## config.mk

```make
export PLATFORM = sky130hd
export DESIGN_NAME = mul_seq
export DESIGN_NICKNAME = d
export VERILOG_FILES = /design/src/rtl/mul_seq_pkg.sv /design/src/rtl/mul_seq.sv
export SDC_FILE = /design/constraint.sdc
export NUM_CORES = 1
export LEC_CHECK = 0
export ABC_AREA = 1
export ABC_CLOCK_PERIOD_IN_PS = 1500
export CELL_PAD_IN_SITES_DETAIL_PLACEMENT = 1
export CELL_PAD_IN_SITES_GLOBAL_PLACEMENT = 2
export CORE_AREA = 2 2 125 127
export CTS_CLUSTER_SIZE = 12
export DETAILED_ROUTE_END_ITERATION = 12
export DIE_AREA = 0 0 127 129
export PLACE_DENSITY = 0.86
export SYNTH_ARGS = -nofsm -noshare
export SYNTH_HDL_FRONTEND = slang
export SYNTH_SLANG_ARGS = --single-unit
```

## constraint.sdc

```tcl
create_clock -name clk -period 1.5 [get_ports clk]
set_clock_uncertainty 0.05 [all_clocks]
set_input_delay 0.3 -clock clk [delete_from_list [all_inputs] [get_ports clk]]
set_output_delay 0.3 -clock clk [all_outputs]
set_load 0.02 [all_outputs]
```

## src/rtl/mul_seq_pkg.sv

```systemverilog
// Opcodes shared by the pipeline ALU and its clients.
package mul_seq_pkg;

  localparam int unsigned DATA_W  = 16;
  localparam int unsigned ITER_N  = 16;
  localparam int unsigned OP_W    = 4;
  localparam int unsigned FLAGS_W = 3;

  typedef enum logic [OP_W-1:0] {
    A_ADD  = 4'h0,
    A_SUB  = 4'h1,
    A_AND  = 4'h2,
    A_OR   = 4'h3,
    A_XOR  = 4'h4,
    A_NOT  = 4'h5,
    A_SHL  = 4'h6,
    A_SHR  = 4'h7,
    A_PASS = 4'h8
  } alu_op_e;

  // Index of the carry bit inside the {NF,ZF,CF} flag vector.
  localparam int unsigned FLAG_CF = 0;

endpackage : mul_seq_pkg

```

## src/rtl/mul_seq.sv

```systemverilog
// Sequential 16x16 unsigned shift-add multiplier that borrows the pipeline ALU
// for its additions and hands the ALU back to the EX stage when idle.
module mul_seq
  import mul_seq_pkg::*;
(
  input  logic                 clk,
  input  logic                 rst_n,
  input  logic [OP_W-1:0]      ex_opcode,
  input  logic [DATA_W-1:0]    ex_operandA,
  input  logic [DATA_W-1:0]    ex_operandB,
  input  logic                 mul_start,
  input  logic [DATA_W-1:0]    mul_a,
  input  logic [DATA_W-1:0]    mul_b,
  input  logic [DATA_W-1:0]    ALUo,
  input  logic [FLAGS_W-1:0]   flags,
  output logic [OP_W-1:0]      alu_opcode,
  output logic [DATA_W-1:0]    alu_operandA,
  output logic [DATA_W-1:0]    alu_operandB,
  output logic                 mul_busy,
  output logic                 mul_done,
  output logic [DATA_W-1:0]    mul_hi,
  output logic [DATA_W-1:0]    mul_lo
);

  localparam logic [1:0] S_IDLE = 2'd0;
  localparam logic [1:0] S_RUN  = 2'd1;
  localparam logic [1:0] S_DONE = 2'd2;

  localparam logic [3:0] LAST_ITER = 4'(ITER_N - 1);

  logic [1:0]        state_q, state_d;
  logic [DATA_W-1:0] mcand_q, hi_q, lo_q;
  logic [3:0]        count_q;

  // NF and ZF are meaningless for the accumulate step; only the carry matters.
  logic unused_flags;
  assign unused_flags = ^flags[2:1];

  always_ff @(posedge clk or negedge rst_n) begin
    if (!rst_n) begin
      state_q <= S_IDLE;
    end else begin
      state_q <= state_d;
    end
  end

  always_comb begin
    state_d = state_q;
    case (state_q)
      S_IDLE:  if (mul_start) state_d = S_RUN;
      S_RUN:   if (count_q == LAST_ITER) state_d = S_DONE;
      S_DONE:  state_d = S_IDLE;
      default: state_d = S_IDLE;
    endcase
  end

  always_comb begin
    alu_opcode   = ex_opcode;
    alu_operandA = ex_operandA;
    alu_operandB = ex_operandB;
    mul_busy     = 1'b0;
    mul_done     = 1'b0;
    case (state_q)
      S_RUN: begin
        alu_opcode   = A_ADD;
        alu_operandA = hi_q;
        alu_operandB = lo_q[0] ? mcand_q : '0;
        mul_busy     = 1'b1;
      end
      S_DONE:  mul_done = 1'b1;
      default: ;
    endcase
  end

  // Each RUN cycle shifts the 17-bit partial sum {CF,ALUo} right into {hi,lo}.
  always_ff @(posedge clk or negedge rst_n) begin
    if (!rst_n) begin
      mcand_q <= '0;
      hi_q    <= '0;
      lo_q    <= '0;
      count_q <= '0;
    end else if (state_q == S_IDLE && mul_start) begin
      mcand_q <= mul_a;
      lo_q    <= mul_b;
      hi_q    <= '0;
      count_q <= '0;
    end else if (state_q == S_RUN) begin
      hi_q    <= {flags[FLAG_CF], ALUo[DATA_W-1:1]};
      lo_q    <= {ALUo[0], lo_q[DATA_W-1:1]};
      count_q <= count_q + 4'd1;
    end
  end

  assign mul_hi = hi_q;
  assign mul_lo = lo_q;

endmodule : mul_seq
```

# Yosys cells after proc, flatten, opt, wreduce, memory -nomap -nowiden

Index checks and enable logic that the tools add are counted.

Bits of input ports: 90
Word-level logic and storage cells: 30
Output and inout bits: 70
Register bits: 54

Muxes and demuxes: 15
$add $sub $neg: 1
Eq/ne operators: 5
Reduce and logical (&&, ||, !) cells: 4

Operator list:

| operator            | number |
|---|---|
| $mux 16             | 7 |
| $mux 4              | 3 |
| $add 4x1->4 const B | 1 |
| $eq 4x4->1 const B  | 1 |
| $mux 2              | 2 |
| $ne 2x2->1 const B  | 2 |
| $pmux 2 s2          | 1 |
| $eq 2x1->1 const B  | 1 |
| $eq 2x2->1 const B  | 1 |
| $logic_not 2->1     | 1 |
| $mux 1              | 2 |
| $reduce_and 2->1    | 1 |
| $reduce_bool 2->1   | 1 |
| $logic_and 1x1->1   | 1 |

# Logic depth before layout (Yosys ltp)

Word-level depth: 3
Depth in mapped cells: 8

# Least setup slack after synthesis

No wires, ideal clock.

Path type: register to output
Start point: register lo_q[0], in the netlist mul_lo[0]
End point: output alu_operandB[10]
Setup slack: -0.095 ns
Required time: 1.150 ns
Path buffers: 2
Stages on the path, launching flop included: 5
Arrival time: 1.245 ns
Cells stage by stage: dfrtp_1 clkbuf_1 clkbuf_1 nand3_1 nand2_1

Longest elaborated chain between the ends: 2

RTL lines:

| element                | RTL line      | RTL |
|---|---|---|
| start, declared        | mul_seq.sv:32 | `logic [DATA_W-1:0] mcand_q, hi_q, lo_q;` |
| start signal, assigned | mul_seq.sv:84 | `lo_q <= mul_b;` |
| start signal, assigned | mul_seq.sv:89 | `lo_q <= {ALUo[0], lo_q[DATA_W-1:1]};` |
| $mux 16                | mul_seq.sv:67 | `alu_operandB = lo_q[0] ? mcand_q : '0;` |
| $mux 16                | mul_seq.sv:63 | `case (state_q)` |
| end, declared          | mul_seq.sv:18 | `output logic [DATA_W-1:0] alu_operandB,` |

No other way between the ends.

# Worst setup path after layout

Start point: register state_q[1]
End point: output alu_operandA[9]

Longest elaborated chain between the ends: 2

RTL lines:

| element                | RTL line      | RTL |
|---|---|---|
| start, declared        | mul_seq.sv:31 | `logic [1:0] state_q, state_d;` |
| start signal, assigned | mul_seq.sv:43 | `state_q <= state_d;` |
| $eq 2x1->1             | mul_seq.sv:63 |  |
| $mux 16                | mul_seq.sv:63 |  |
| end, declared          | mul_seq.sv:17 | `output logic [DATA_W-1:0] alu_operandA,` |

No other way between the ends.

==> metrics.md <==
| Metric | Value |
|---|---|
| Global-route wire length before repair | 18.38 mm |
| Final nets | 688 |
| RD Place Congestion | 0.7196 |
| Post-DR vias/cell | 4.184 |
| Final Hold Vio Count | 0 |
| Buf/Inv on CP | 4 |
| Worst relative slew slack | 0.6812 |
| RSZ-0062 raised after global routing | true |
| Syn-to-layout area delta | 98.89% |
| Post-Syn Area | 2808 µm² |
| Final setup fails | 61 |
| Peak supply drop | 0.0006121 V |
| PwrDens | 1994 nW/µm² |
| Synth area leaders | dfrtp_1 (48%), nand2_1 (38%), nand3_1 (3.6%), inv_1 (2.8%), buf_2 (2.3%) |
| Largest net degree at the start of global routing | 35 |
| DP Wirelength | 7.910 mm |
| Post-synthesis sequential area ratio | 0.4813 |
| Ys async rst share | 1.000 |
| Most common cell in the netlist | nand2_1 |
| Netlist cell types | 16 |
| Routed vias | 3289 |
| NetSw | 4842 µW |
| Core Area | 14980 µm² |
| Placed cell area | 4778 µm² |
| Avg WL per Cell | 14.37 µm |
| Setup TNS | -13.55 ns |
| Initial detailed-routing violation count | 120 |
| Slowest cell on crit path | dfrtp_1 |
| Die height | 129 µm |
| Final Max Tran Viols | 0 |
| CP Cell Sequence | nor2_4, buf_12, inv_8, buf_12, nand2_1, nand2_1, buf_6 |
| Count of state elements after synthesis | 54 |
| Total CTS buffers | 5 |
| Mapped Avg Cell Area | 6.749 µm² |
| Number of H-tree levels | 2 |
| Sw Share | 0.4349 |
| Die Width | 127 µm |
| Clk pwr share | 0.118 |
| Bufs on Longest Clock Path | 2 |
| Worst-Margin Slew | 0.4781 ns |
| Clk sinks | 54 |
| Tot Pwr | 11130 µW |
| Reg clk slew, reported paths | 0.07 ns |
| Post-Route Utilization | 0.3728 |
| Worst hold-check path type | reg -> reg |
| Number of flops mapped to enable cells by yosys | 0 |
| DIE AREA | 16380 µm² |
| Antenna diodes | 0 |
| Starting Density | 0.1875 |
| Vias in the first global route | 3571 |
| Final worst-path cycle share | 1.233 |
| R2R setup slack | -0.16 ns |
| Slowest Stage Delay on Critical Path | 0.41 ns |
| Design area | 5584 µm² |
| CP arrival | 1.50 ns |
| Most common flop cell mapped by yosys | dfrtp_1 |
| Synth area leader | dfrtp_1 |
| Status | finished, violations left |
| Sequential cell area | 1351 µm² |
| Multi-input logic area | 1578 µm² |
| Tmin final | 1.850 ns |
| Critical path's top delay family | buffers and inverters |
| Leak | 0.002866 µW |
| Root Driver | clkbuf_16 |
| Buffers on Ports | 157 |
| Tot GR Track Use | 0.1403 |
| Pre-CTS setup slack | -0.4203 ns |
| Startpoint type of the worst setup path | flip-flop |
| Syn nets | 507 |
| CTS tree | yes |
| Failing checks | negative setup slack |
| Critical path class | reg -> out |
| Initial antenna violation count | 0 |
| I/O pin cnt | 160 |
| DRC | 0 |
| Critical path endpoint category | output port |
| Synth cell count leaders | nand2_1 (282), dfrtp_1 (54), inv_1 (21) |
| Internal Power | 6291 µW |
| Post-synth top area share | 0.4813 |
| Synth warn | 0 |
| Final ANT Viol Nets | 0 |
| Gate Count Post-Synth | 416 |
| Gate power share | 0.643 |
| Share of cells above drive strength 1 | 0.2926 |
| Reg power frac | 0.238 |
| Final worst slack | -0.3501 ns |
| Peak Freq | 540.5 MHz |
| CP Data Required Time | 1.15 ns |
| Maxcap violations | 0 |
| Grt ovf | 0 |
| Fillers | 1772 |
| Critical path fanouts, max | 12 |
| DR pass1 iterations | 4 |
| Insertion delay to the later sink of the worst-skew pair | 0.29 ns |
| FP Rows | 45 |
| WL final | 11.29 mm |
==> sequential cells by signal, summed over array words and instances (netlist names) <==
register / flops
mcand_q: 16
mul_hi: 16
mul_lo: 16
count_q: 4
state_q: 2
==> repair_timing <==
action | in CTS | in global routing
endpoints found under the setup margin | 85 | 65
setup buffers | 11 | 3
endpoints found under the hold margin | 20 | 0
gates cloned | 6 | 0
gates resized for setup | 307 | 81
hold buffers | 1 | 0
pin swaps | 9 | 28
==> cell families after synthesis <==
logic type	count (synthesis)	share of synthesized area
flip-flops	54	0.4813
adder cells (fa/ha/maj)	1	0.004456
buffers and inverters	45	0.07665
AO/OA/AOI/OAI	3	0.006682
AND/OR/NAND/NOR	313	0.4309
==> worst reg2reg max path: cells and delay by family (launching register included) <==
family,cells,cell delay [ns]
simple gates,5,0.26
buf+inv,7,0.85
flops,1,0.39
==> power by group through the flow <==
stage	registers (µW)	logic, µW	clock network (µW)
floorplan	2940	2560	0
global placement	2590	5700	0
detailed placement	2610	5860	0
CTS	2620	6880	1390
global route	2760	7790	1440
finish	2650	7160	1320
==> metal layers <==
layer	vias up	GRT usage	wire, µm
met1	1595	0.1653	4628
met2	90	0.2669	6085
met5	-	0	0
met3	6	0.02370	483
met4	0	0.03038	96
li1	1598	-	-
==> metrics by stage <==
stage,std cells,hold WS (ns)
6_report,786,0.4385
5_1_grt,786,0.4632
4_1_cts,786,0.4416
3_5_place_dp,761,0.2566
3_3_place_gp,761,0.2420
2_1_floorplan,416,-0.04559
==> final cells by class <==
class,count,share of cell area
well taps,188,0.04212
clock buffers,5,0.02241
clock inverters,3,0.007170
repair buffers,196,0.3870
multi-input cells,317,0.2825
inverters,23,0.01680
flip-flops and latches,54,0.2420
==> final timing paths <==
check	to	from	depth (start not counted)
worst max register to register	mul_lo[13]$_DFFE_PN0P_	state_q[0]$_DFFE_PN0P_	12
max in group asynchronous	mul_lo[5]$_DFFE_PN0P_	rst_n	3
worst min-delay path	mcand_q[9]$_DFFE_PN0P_	mcand_q[9]$_DFFE_PN0P_	2
worst min register to register	mcand_q[9]$_DFFE_PN0P_	mcand_q[9]$_DFFE_PN0P_	2
min in group asynchronous	mul_hi[2]$_DFFE_PN0P_	rst_n	3
worst max-delay path	alu_operandA[9]	state_q[1]$_DFFE_PN0P_	7
==> placed cells by master (no fill, tap or decap), drive strengths merged <==
master,n
nand2,282
ha,1
dlygate4sd2,31
dfrtp,54
clkdlybuf4s50,86
o21ai,3
buf,78
dlygate4sd3,1
bufinv,1
clkinv,2
nor2,11
inv,23
clkbuf,5
nand3,20
Note: power is estimated with default switching activity, not from simulation.
